`config.mk`:
```
export PLATFORM = sky130hd
export DESIGN_NAME = tff_seq_ctrl
export DESIGN_NICKNAME = d
export VERILOG_FILES = /design/src/rtl/tff_seq_pkg.sv /design/src/rtl/tff_cell.sv /design/src/rtl/tff_seq_ctrl.sv
export SDC_FILE = /design/constraint.sdc
export NUM_CORES = 1
export LEC_CHECK = 0
export CORE_ASPECT_RATIO = 1.25
export CORE_MARGIN = 3
export CORE_UTILIZATION = 35
export DETAILED_ROUTE_END_ITERATION = 8
export PLACE_DENSITY = 0.66
export RECOVER_POWER = 25
export SKIP_CTS_REPAIR_TIMING = 1
export SYNTH_ARGS = -nofsm -noshare
export SYNTH_HDL_FRONTEND = slang
export SYNTH_HIERARCHICAL = 1
export SYNTH_SLANG_ARGS = --single-unit
```
`constraint.sdc`:
```
create_clock -name clk -period 2.8 [get_ports clk]
set_clock_uncertainty 0.2 [all_clocks]
set_input_delay 0.56 -clock clk [delete_from_list [all_inputs] [get_ports clk]]
set_output_delay 0.56 -clock clk [all_outputs]
set_load 0.02 [all_outputs]
```
`src/rtl/tff_seq_pkg.sv`:
```
// Shared types for the T flip-flop sequencing controller: FSM states and
// count-direction constants.
package tff_seq_pkg;

    typedef enum logic [1:0] {
        IDLE = 2'd0,
        RUN  = 2'd1,
        DONE = 2'd2
    } state_e;

    localparam logic DIR_UP   = 1'b1;
    localparam logic DIR_DOWN = 1'b0;

endpackage

```
`src/rtl/tff_cell.sv`:
```
// Single T flip-flop: q flips on every rising edge where t is high.
module tff_cell (
    input  logic clk,
    input  logic rst,
    input  logic t,
    output logic q
);

    logic q_q;
    logic q_d;

    assign q_d = q_q ^ t;
    assign q   = q_q;

    always_ff @(posedge clk or posedge rst) begin
        if (rst) begin
            q_q <= 1'b0;
        end else begin
            q_q <= q_d;
        end
    end

endmodule

```
`src/rtl/tff_seq_ctrl.sv`:
```
// Start/limit/done sequencer driving a bank of T flip-flops as an up/down counter.
// Define TFF_SEQ_AUTORELOAD_EN to reload load_val at the limit instead of finishing.
module tff_seq_ctrl
    import tff_seq_pkg::*;
#(
    parameter int WIDTH = 8
) (
    input  logic             clk,
    input  logic             rst,
    input  logic             start,
    input  logic             stop,
    input  logic             dir,
    input  logic             load,
    input  logic [WIDTH-1:0] load_val,
    input  logic [WIDTH-1:0] limit,
    output logic [WIDTH-1:0] count,
    output logic [WIDTH-1:0] tog,
    output logic             busy,
    output logic             done,
    output logic             tc
);

    state_e           state_q, state_d;
    logic             dir_q, dir_d;
    logic             busy_q, busy_d;
    logic             done_q, done_d;
    logic             step;
    logic             reload;
    logic [WIDTH-1:0] up_tog;
    logic [WIDTH-1:0] dn_tog;

    assign tc   = (count == limit);
    assign busy = busy_q;
    assign done = done_q;

    // Bit i toggles when every lower bit is 1 (up) or 0 (down).
    always_comb begin
        logic c_up;
        logic c_dn;
        c_up   = 1'b1;
        c_dn   = 1'b1;
        up_tog = '0;
        dn_tog = '0;
        for (int i = 0; i < WIDTH; i++) begin
            up_tog[i] = c_up;
            dn_tog[i] = c_dn;
            c_up      = c_up & count[i];
            c_dn      = c_dn & ~count[i];
        end
    end

    always_comb begin
        state_d = state_q;
        dir_d   = dir_q;
        done_d  = 1'b0;
        step    = 1'b0;
        reload  = 1'b0;
        tog     = '0;

        unique case (state_q)
            IDLE: begin
                if (start) begin
                    state_d = RUN;
                    dir_d   = dir;
                end
            end
            RUN: begin
                // A coincident load pre-empts termination; the limit is rechecked on the new value.
                if (stop) begin
                    state_d = IDLE;
                end else if (!load && tc) begin
`ifdef TFF_SEQ_AUTORELOAD_EN
                    reload = 1'b1;
                    done_d = 1'b1;
`else
                    state_d = DONE;
`endif
                end else if (!load) begin
                    step = 1'b1;
                end
            end
            DONE: begin
                state_d = IDLE;
            end
            default: begin
                state_d = IDLE;
            end
        endcase

        if (load || reload) begin
            tog = count ^ load_val;
        end else if (step) begin
            tog = (dir_q == DIR_DOWN) ? dn_tog : up_tog;
        end

        busy_d = (state_d == RUN);
        done_d = done_d | (state_d == DONE);
    end

    always_ff @(posedge clk or posedge rst) begin
        if (rst) begin
            state_q <= IDLE;
            dir_q   <= DIR_UP;
            busy_q  <= 1'b0;
            done_q  <= 1'b0;
        end else begin
            state_q <= state_d;
            dir_q   <= dir_d;
            busy_q  <= busy_d;
            done_q  <= done_d;
        end
    end

    for (genvar i = 0; i < WIDTH; i++) begin : g_bank
        tff_cell u_cell (
            .clk (clk),
            .rst (rst),
            .t   (tog[i]),
            .q   (count[i])
        );
    end

endmodule

```
# == Word-level counts from Yosys, hierarchy flattened ==
# Cells that the tools add are included.
# classes
n_eq_ne,4
mux,11
bitwise,28
n_reduce_logical,4
# ops
operator,count
$mux 8,3
$and 1x1->1,12
$eq 8x8->1,1
$xor 1x1->1,8
$xor 8x8->8,1
$not 1->1,7
$mux 2,3
$eq 2x1->1 const B,2
$mux 1,4
$pmux 2 s2,1
$eq 2x2->1 const B,1
$logic_not 2->1,1
$reduce_and 2->1,1
$logic_and 1x1->1,1
$logic_not 1->1,1
# totals
reg_bits,13
output_inout_bits,19

# == Longest topological paths before layout ==
# Gate-level depths: netlist of run 1.
# depth
ltp_word,11
depth_mapped,8
depth_no_buf,6

# == By module ==
# The synthesis of run 1 kept the hierarchy.
# modules_own_cells
module,n_inst,cells_each,area_per_inst_um2,seq_area_each_um2
tff_seq_ctrl,1,67,578.1,126.4
tff_cell,8,3,37.5,25.0

# == Worst setup path before layout of run 1 ==
# No wires, ideal clock.
# synth_path
path_type,reg-to-output
start,register g_bank[0].u_cell.q_q
end,output port tog[6]
arrival_ps,2085
required_time_ps,2040
path_slack_ps,-45
stages_incl_launch_ff,6
path_buffers,1
path_cell_list,dfrtp_1 -> buf_6 -> or4_4 -> nor4_2 -> a41oi_1 -> o31ai_1
# synth_via
elab_chain_len,9
# synth_rtl
element,line,rtl
start: declaration,tff_cell.sv:9,logic q_q;
start signal: assignment,tff_cell.sv:19,q_q <= q_d;
$not 1->1,tff_seq_ctrl.sv:48,c_dn = c_dn & ~count[i];
$and 1x1->1 (5 in a row),tff_seq_ctrl.sv:48,
$mux 8,tff_seq_ctrl.sv:93,tog = (dir_q == DIR_DOWN) ? dn_tog : up_tog;
$mux 8 *,tff_seq_ctrl.sv:92,end else if (step) begin
$mux 8 *,tff_seq_ctrl.sv:90,if (load || reload) begin
end: declaration,tff_seq_ctrl.sv:17,"output logic [WIDTH-1:0] tog,"
# Every way passes the cells marked *; elsewhere a longest branch is shown, timed or not.

# == Final worst setup path of run 1 ==
# layout_path
start,register g_bank[1].u_cell.q_q
end,output port tog[7]
# layout_via
elab_chain_len,10
# layout_rtl
element,line
start: declaration,tff_cell.sv:9
start signal: assignment,tff_cell.sv:19
$not 1->1,tff_seq_ctrl.sv:48
$and 1x1->1 (6 in a row),tff_seq_ctrl.sv:48
$mux 8,tff_seq_ctrl.sv:93
$mux 8 *,tff_seq_ctrl.sv:92
$mux 8 *,tff_seq_ctrl.sv:90
# Marked as above.

==> results.py, run 1 <==
metrics = {
    "critical_path": {
        "rrSetupSlack_ps": 590,
        "arrival_ps": 2110,
        "r2r_start": "g_bank[1].u_cell/q",
        "crit_type": "register to output port",
        "path_max_fanout": 4,
        "worst_setup_path_start_kind": "register",
        "reg2reg_depth": 7,
        "reg2reg_to": "g_bank[6].u_cell/q",
        "cp.required_ps": 2040,
        "crit_path_end_kind": "output port",
    },
    "logic_synthesis": {
        "yosysWarnings": 6,
        "synth_ff_type": "dfrtp_1",
        "synth.cell_area_um2": 878,
        "yosysSeqAreaShare_pct": 37.2,
        "synth-async-reset-ratio_pct": 100,
        "synth_compound_area_share_pct": 13.2,
        "synth-simple-area-share_pct": 14.7,
        "synth_fa_ha_area_share_pct": 0,
        "synth_top_area_share_pct": 34.2,
        "synth-xor-area-share_pct": 25.9,
        "synth-edff-count": 0,
        "ys_seq_elements": 13,
        "synth_nets": 113,
        "synth_top_family_by_area": "XOR/XNOR gates",
        "synth_mux_area_share_pct": 1.28,
        "yosys-top-cells-count": "xor2_1 (17), dfrtp_1 (12), inv_1 (9), xnor2_1 (9), nand2_1 (6)",
        "synth_top_area_cell": "dfrtp_1",
        "synth.most_common_cell": "xor2_1",
        "syn_avg_cell_area_um2": 9.65,
        "synthCells": 91,
        "synth.distinct_cells": 27,
        "synth_area_leaders": "dfrtp_1 (34%), xor2_1 (17%), xnor2_1 (9.0%)",
    },
    "flow_run": {
        "drv_cap": 0,
    },
    "floorplan": {
        "die_h_um": 62.0,
        "start_util_pct": 38.5,
        "core.rowCount": 19,
        "die_area_mm2": 0.00315,
        "coreArea_mm2": 0.00228,
        "die_w_um": 50.8,
        "io_pins": 41,
    },
    "layout": {
        "layout.nets": 181,
        "final_cell_count_no_fill": 189,
        "synthToLayoutAreaGrowth_pct": 76.5,
        "diodes": 0,
        "drive_above_1_share_pct": 33.5,
        "num-fill-cells": 216,
    },
    "cts": {
        "clk_pin_slew_ps": 80,
        "cts_tree": "yes",
        "clkSinkCount": 13,
        "cts_buffers": 3,
        "clock_latency_ps": 280,
        "cts_buffer_depth": 2,
        "cts-root-buf": "clkbuf_4",
        "clock_tree.htree_level_count": 1,
    },
    "power_and_ir_drop": {
        "p_int_uw": 834,
        "p_seq_share_pct": 23.8,
        "total_leakage_power_uw": 0.000769,
        "power_switching_uw": 603,
        "clockPowerShare_pct": 8.3,
        "vdd_drop_max_uv": 675,
        "p_sw_share_pct": 42.0,
        "pwr-share-comb_pct": 67.9,
        "power_density_mw_per_mm2": 927,
        "finalPower_uw": 1440,
    },
    "global_route": {
        "grt_overflow_total": 0,
        "grt_pass1_vias": 923,
        "grt_max_degree": 11,
        "antenna_found_initial": 0,
        "grtUsageTotal_pct": 16.8,
        "grt_pass1_wl_um": 3930,
    },
    "drt": {
        "post-route-drc-count": 0,
        "vias": 880,
        "postRouteAntennaNets": 0,
        "drt_first_pass_iters": 2,
        "routed_wl_um": 2450,
        "vias_per_cell": 4.66,
        "wl_per_cell_um": 13.0,
        "drtIter0Drc": 10,
    },
    "timing": {
        "rsz0062_at_grt": "yes",
        "timing.final.crit_period_ps": 2870,
        "worst_pin_slew_ps": 397,
        "hold_viol_final": 0,
        "fin_hold_ws_ps": 396,
        "postLayoutSetupSlackWorst_ps": -67.5,
        "fin_crit_sh_pct": 102,
        "final_max_slew_viol_count": 0,
        "finalSetupTns_ps": -76.6,
        "max_freq_mhz": 349,
        "slew_headroom_pct": 73.4,
        "setup_viol": 2,
    },
    "placement": {
        "port_buffers": 40,
        "hpwlAfterDp_um": 1980,
        "finalWeightedCongestion": 0.898,
        "place_inst": 184,
        "place_ws_ps": -483,
    },
    "run_status": {
        "outcome": "complete, but fails checks",
        "violations": "setup timing",
    },
    "hold_path": {
        "min_from": "g_bank[7].u_cell/q",
        "min_to": "g_bank[7].u_cell/q",
        "hold-path-cell-count": 2,
        "hp-class": "register to register",
    },
}
-- final cells by class --
type | count | area [um2] | area share, %
tap | 31 | 38.8 | 2.50
timing repair buffer | 68 | 598 | 38.6
multi-input combinational | 63 | 520 | 33.6
inverter | 10 | 40.0 | 2.58
sequential | 13 | 327 | 21.1
clock buffer | 4 | 26.3 | 1.69
-- worst max path at each step --
| stage | startpoint | cells past startpoint | to | slack, ps |
|---|---|---|---|---|
| 6_report | g_bank[1].u_cell/q | 5 | tog[7] | -70 |
| 2_1_floorplan | g_bank[0].u_cell/q | 5 | tog[7] | -10 |
| 5_1_grt | g_bank[1].u_cell/q | 5 | tog[7] | -170 |
| 4_1_cts | g_bank[1].u_cell/q | 6 | tog[6] | -540 |
| 3_5_place_dp | limit[6] | 8 | tog[6] | -480 |
| 3_3_place_gp | stop | 6 | tog[7] | -490 |
-- power groups by stage --
stage	clock (uW)	sequential (uW)	combinational, uW
4_1_cts	121	336	988
3_5_place_dp	0	340	979
2_1_floorplan	0	445	400
5_1_grt	131	358	1050
3_3_place_gp	0	338	968
6_report	119	343	975
-- metrics by stage --
| step | area (um2) | utilization [%] |
|---|---|---|
| 6_report | 1550 | 67.9 |
| 5_1_grt | 1550 | 67.9 |
| 4_1_cts | 1520 | 66.7 |
| 3_5_place_dp | 1500 | 65.5 |
| 3_3_place_gp | 1500 | 65.5 |
| 2_1_floorplan | 883 | - |
-- cells by family (layout without fill, tap and decap cells) --
logic type             after synthesis  in the layout
XOR/XNOR                            26             26
AND/OR/NAND/NOR                     22             22
buffers and inverters               15             82
AO/OA/AOI/OAI                       14             14
flip-flops                          13             13
multiplexers                         1              1
-- critical path, cell delays in order, from the launching register on --
cell and delay, ps:
dfrtp_1 380, or4_4 580, nor4_4 170, a41oi_2 80
o41ai_2 390, buf_2 230
-- placed cells by master, fill, tap and decap left out, types with 2 or more instances in the layout --
cell,instances
dlymetal6s2s_1,5
nor2_1,3
a32o_1,4
xnor2_1,9
nand2_1,6
xor2_1,17
nand4_1,2
inv_1,9
buf_4,29
nand3_1,2
clkdlybuf4s50_1,26
clkbuf_4,3
dfrtp_1,12
o21ai_0,4
clkbuf_2,4
buf_6,2
-- state kept, by name (all words and copies together), names as in the netlist --
name             count
state_q              2
dir_q                1
g_bank.u_cell/q      8
busy                 1
done                 1
-- routing by layer --
metal | part of all wire [%] | GRT usage, % | up-vias
li1 | - | - | 438
met1 | 41 | 19.3 | 411
met2 | 51 | 30.0 | 29
met3 | 7.0 | 3.82 | 2
met4 | 0.82 | 8.08 | 0
met5 | 0 | 0 | -
No activity file was read; power rests on OpenSTA's default activity.
==> inputs of run 2 (changes only) <==
--- a/config.mk
+++ b/config.mk
@@ -8,6 +8,7 @@
 export CORE_ASPECT_RATIO = 1.25
 export CORE_MARGIN = 3
 export CORE_UTILIZATION = 35
+export CTS_CLUSTER_SIZE = 20
 export DETAILED_ROUTE_END_ITERATION = 8
 export PLACE_DENSITY = 0.66
 export RECOVER_POWER = 25
==> results of run 2 <==
The final DEF is identical to that of run 1; final timing and power are the same.
==> inputs of run 3 (changes only) <==
--- a/config.mk
+++ b/config.mk
@@ -5,12 +5,15 @@
 export SDC_FILE = /design/constraint.sdc
 export NUM_CORES = 1
 export LEC_CHECK = 0
+export CELL_PAD_IN_SITES_DETAIL_PLACEMENT = 1
+export CELL_PAD_IN_SITES_GLOBAL_PLACEMENT = 2
 export CORE_ASPECT_RATIO = 1.25
 export CORE_MARGIN = 3
-export CORE_UTILIZATION = 35
+export CORE_UTILIZATION = 23
 export CTS_CLUSTER_SIZE = 20
 export DETAILED_ROUTE_END_ITERATION = 8
-export PLACE_DENSITY = 0.66
+export HOLD_SLACK_MARGIN = 0.05
+export PLACE_DENSITY = 0.75
 export RECOVER_POWER = 25
 export SKIP_CTS_REPAIR_TIMING = 1
 export SYNTH_ARGS = -nofsm -noshare
==> results.py, run 3 (synthesis gave the netlist of run 1 again) <==
metrics = {
    "global_route": {
        "grtUsageTotal_pct": 13.7,
        "grt_pass1_vias": 986,
        "grt_max_degree": 11,
        "antenna_found_initial": 0,
        "grt_pass1_wl_um": 4650,
        "grt_overflow_total": 0,
    },
    "run_status": {
        "violations": "setup timing",
        "outcome": "complete, but fails checks",
    },
    "power_and_ir_drop": {
        "p_int_uw": 924,
        "clockPowerShare_pct": 11.2,
        "pwr-share-comb_pct": 66.8,
        "vdd_drop_max_uv": 388,
        "power_switching_uw": 650,
        "p_sw_share_pct": 41.3,
        "p_seq_share_pct": 22.0,
        "power_density_mw_per_mm2": 936,
        "finalPower_uw": 1570,
        "total_leakage_power_uw": 0.000888,
    },
    "floorplan": {
        "io_pins": 41,
        "start_util_pct": 24.6,
        "die_h_um": 75.1,
        "core.rowCount": 24,
        "die_area_mm2": 0.00460,
        "coreArea_mm2": 0.00357,
        "die_w_um": 61.3,
    },
    "layout": {
        "diodes": 0,
        "final_cell_mix": "buf_4 (33), clkdlybuf4s50_1 (21), xor2_1 (17)",
        "drive_above_1_share_pct": 38.4,
        "layout.nets": 187,
        "fin_util_pct": 47.1,
        "num-fill-cells": 430,
        "final-seq-area_um2": 327,
        "mostFrequentLayoutCell": "buf_4",
        "largest_reg_flops": 8,
        "multiInputGateArea_um2": 543,
        "synthToLayoutAreaGrowth_pct": 91.6,
    },
    "drt": {
        "vias": 947,
        "vias_per_cell": 4.67,
        "routed_wl_um": 2940,
        "post-route-drc-count": 0,
        "wl_per_cell_um": 14.5,
        "drt_first_pass_iters": 4,
        "drtIter0Drc": 12,
        "postRouteAntennaNets": 0,
    },
    "timing": {
        "slew_headroom_pct": 73.0,
        "fin_crit_sh_pct": 101,
        "final_max_slew_viol_count": 0,
        "hold_viol_final": 0,
        "finalSetupTns_ps": -16.7,
        "max_freq_mhz": 355,
        "setup_viol": 1,
        "postLayoutSetupSlackWorst_ps": -16.7,
        "timing.final.crit_period_ps": 2820,
        "worst_pin_slew_ps": 404,
        "rsz0062_at_grt": "yes",
    },
    "critical_path": {
        "cp.required_ps": 2040,
        "crit_path_end_kind": "output port",
        "path_max_fanout": 4,
        "worst_setup_path_start_kind": "register",
        "critPathLaunch": "dir_q",
        "rrSetupSlack_ps": 580,
        "arrival_ps": 2060,
        "r2r_start": "g_bank[1].u_cell/q",
        "crit_type": "register to output port",
    },
    "cts": {
        "clkSinkCount": 13,
        "cts-root-buf": "clkbuf_8",
        "clock_latency_ps": 250,
        "cts_buffers": 3,
        "cts_buffer_depth": 2,
        "clk_pin_slew_ps": 60,
        "clock_tree.htree_level_count": 1,
        "cts_tree": "yes",
    },
    "placement": {
        "port_buffers": 40,
        "hpwlAfterDp_um": 2340,
        "finalWeightedCongestion": 0.701,
        "place_ws_ps": -585,
    },
    "flow_run": {
        "drv_cap": 0,
    },
    "hold_path": {
        "hp-class": "register to register",
        "min_from": "state_q[0]",
    },
}
==> run 3: cell types whose count changed in the layout (fill, tap and decap cells not counted), sizes merged <==
cell,before,now
clkdlybuf4s50,26,21
clkbuf,8,5
buf,32,41
dlymetal6s2s,5,10
==> run 3: layout make-up <==
| class | instances | area share, % |
|---|---|---|
| Sequential cell | 13 | 19.4 |
| Inverter | 10 | 2.23 |
| Tap cell | 39 | 2.90 |
| Multi-Input combinational cell | 63 | 32.3 |
| Clock buffer | 4 | 2.68 |
| Timing Repair Buffer | 74 | 40.5 |
==> run 3: worst max-delay path, stage by stage (launching register included) <==
cell,delay (ps)
dfstp_2,390
or4_4,570
nor4_4,160
a41oi_2,90
o41ai_4,390
buf_4,210
==> run 3: worst paths after layout <==
check | endpoint | cells after the start
worst max-delay path | tog[7] | 5
worst min-delay path | busy | 2
worst max register to register | g_bank[4].u_cell/q | 9
worst min register to register | busy | 2
max in group asynchronous | dir_q | 2
min in group asynchronous | g_bank[1].u_cell/q | 2
==> run 3: power by group through the flow <==
stage	clock network (uW)	registers, uW	logic, uW
finish	177	346	1050
global placement	0	335	981
global route	193	361	1130
floorplan	0	445	400
CTS	184	340	1010
detailed placement	0	342	1010
==> run 3: routing by layer <==
layer  wire length, um  track usage (%)  vias up
met3               172             2.57        4
met2              1580             24.0       27
met1              1160             16.0      464
met4                34             5.78        0
li1                  -                -      452
met5                 0                0        -
==> run 3: per-stage QoR <==
stage	cells	instance area [um2]	hold slack, ps
final	203	1680	390
after global placement	196	1540	355
after floorplan	91	883	88.7
after detailed placement	196	1540	377
after global routing	203	1680	441
after CTS	200	1580	391
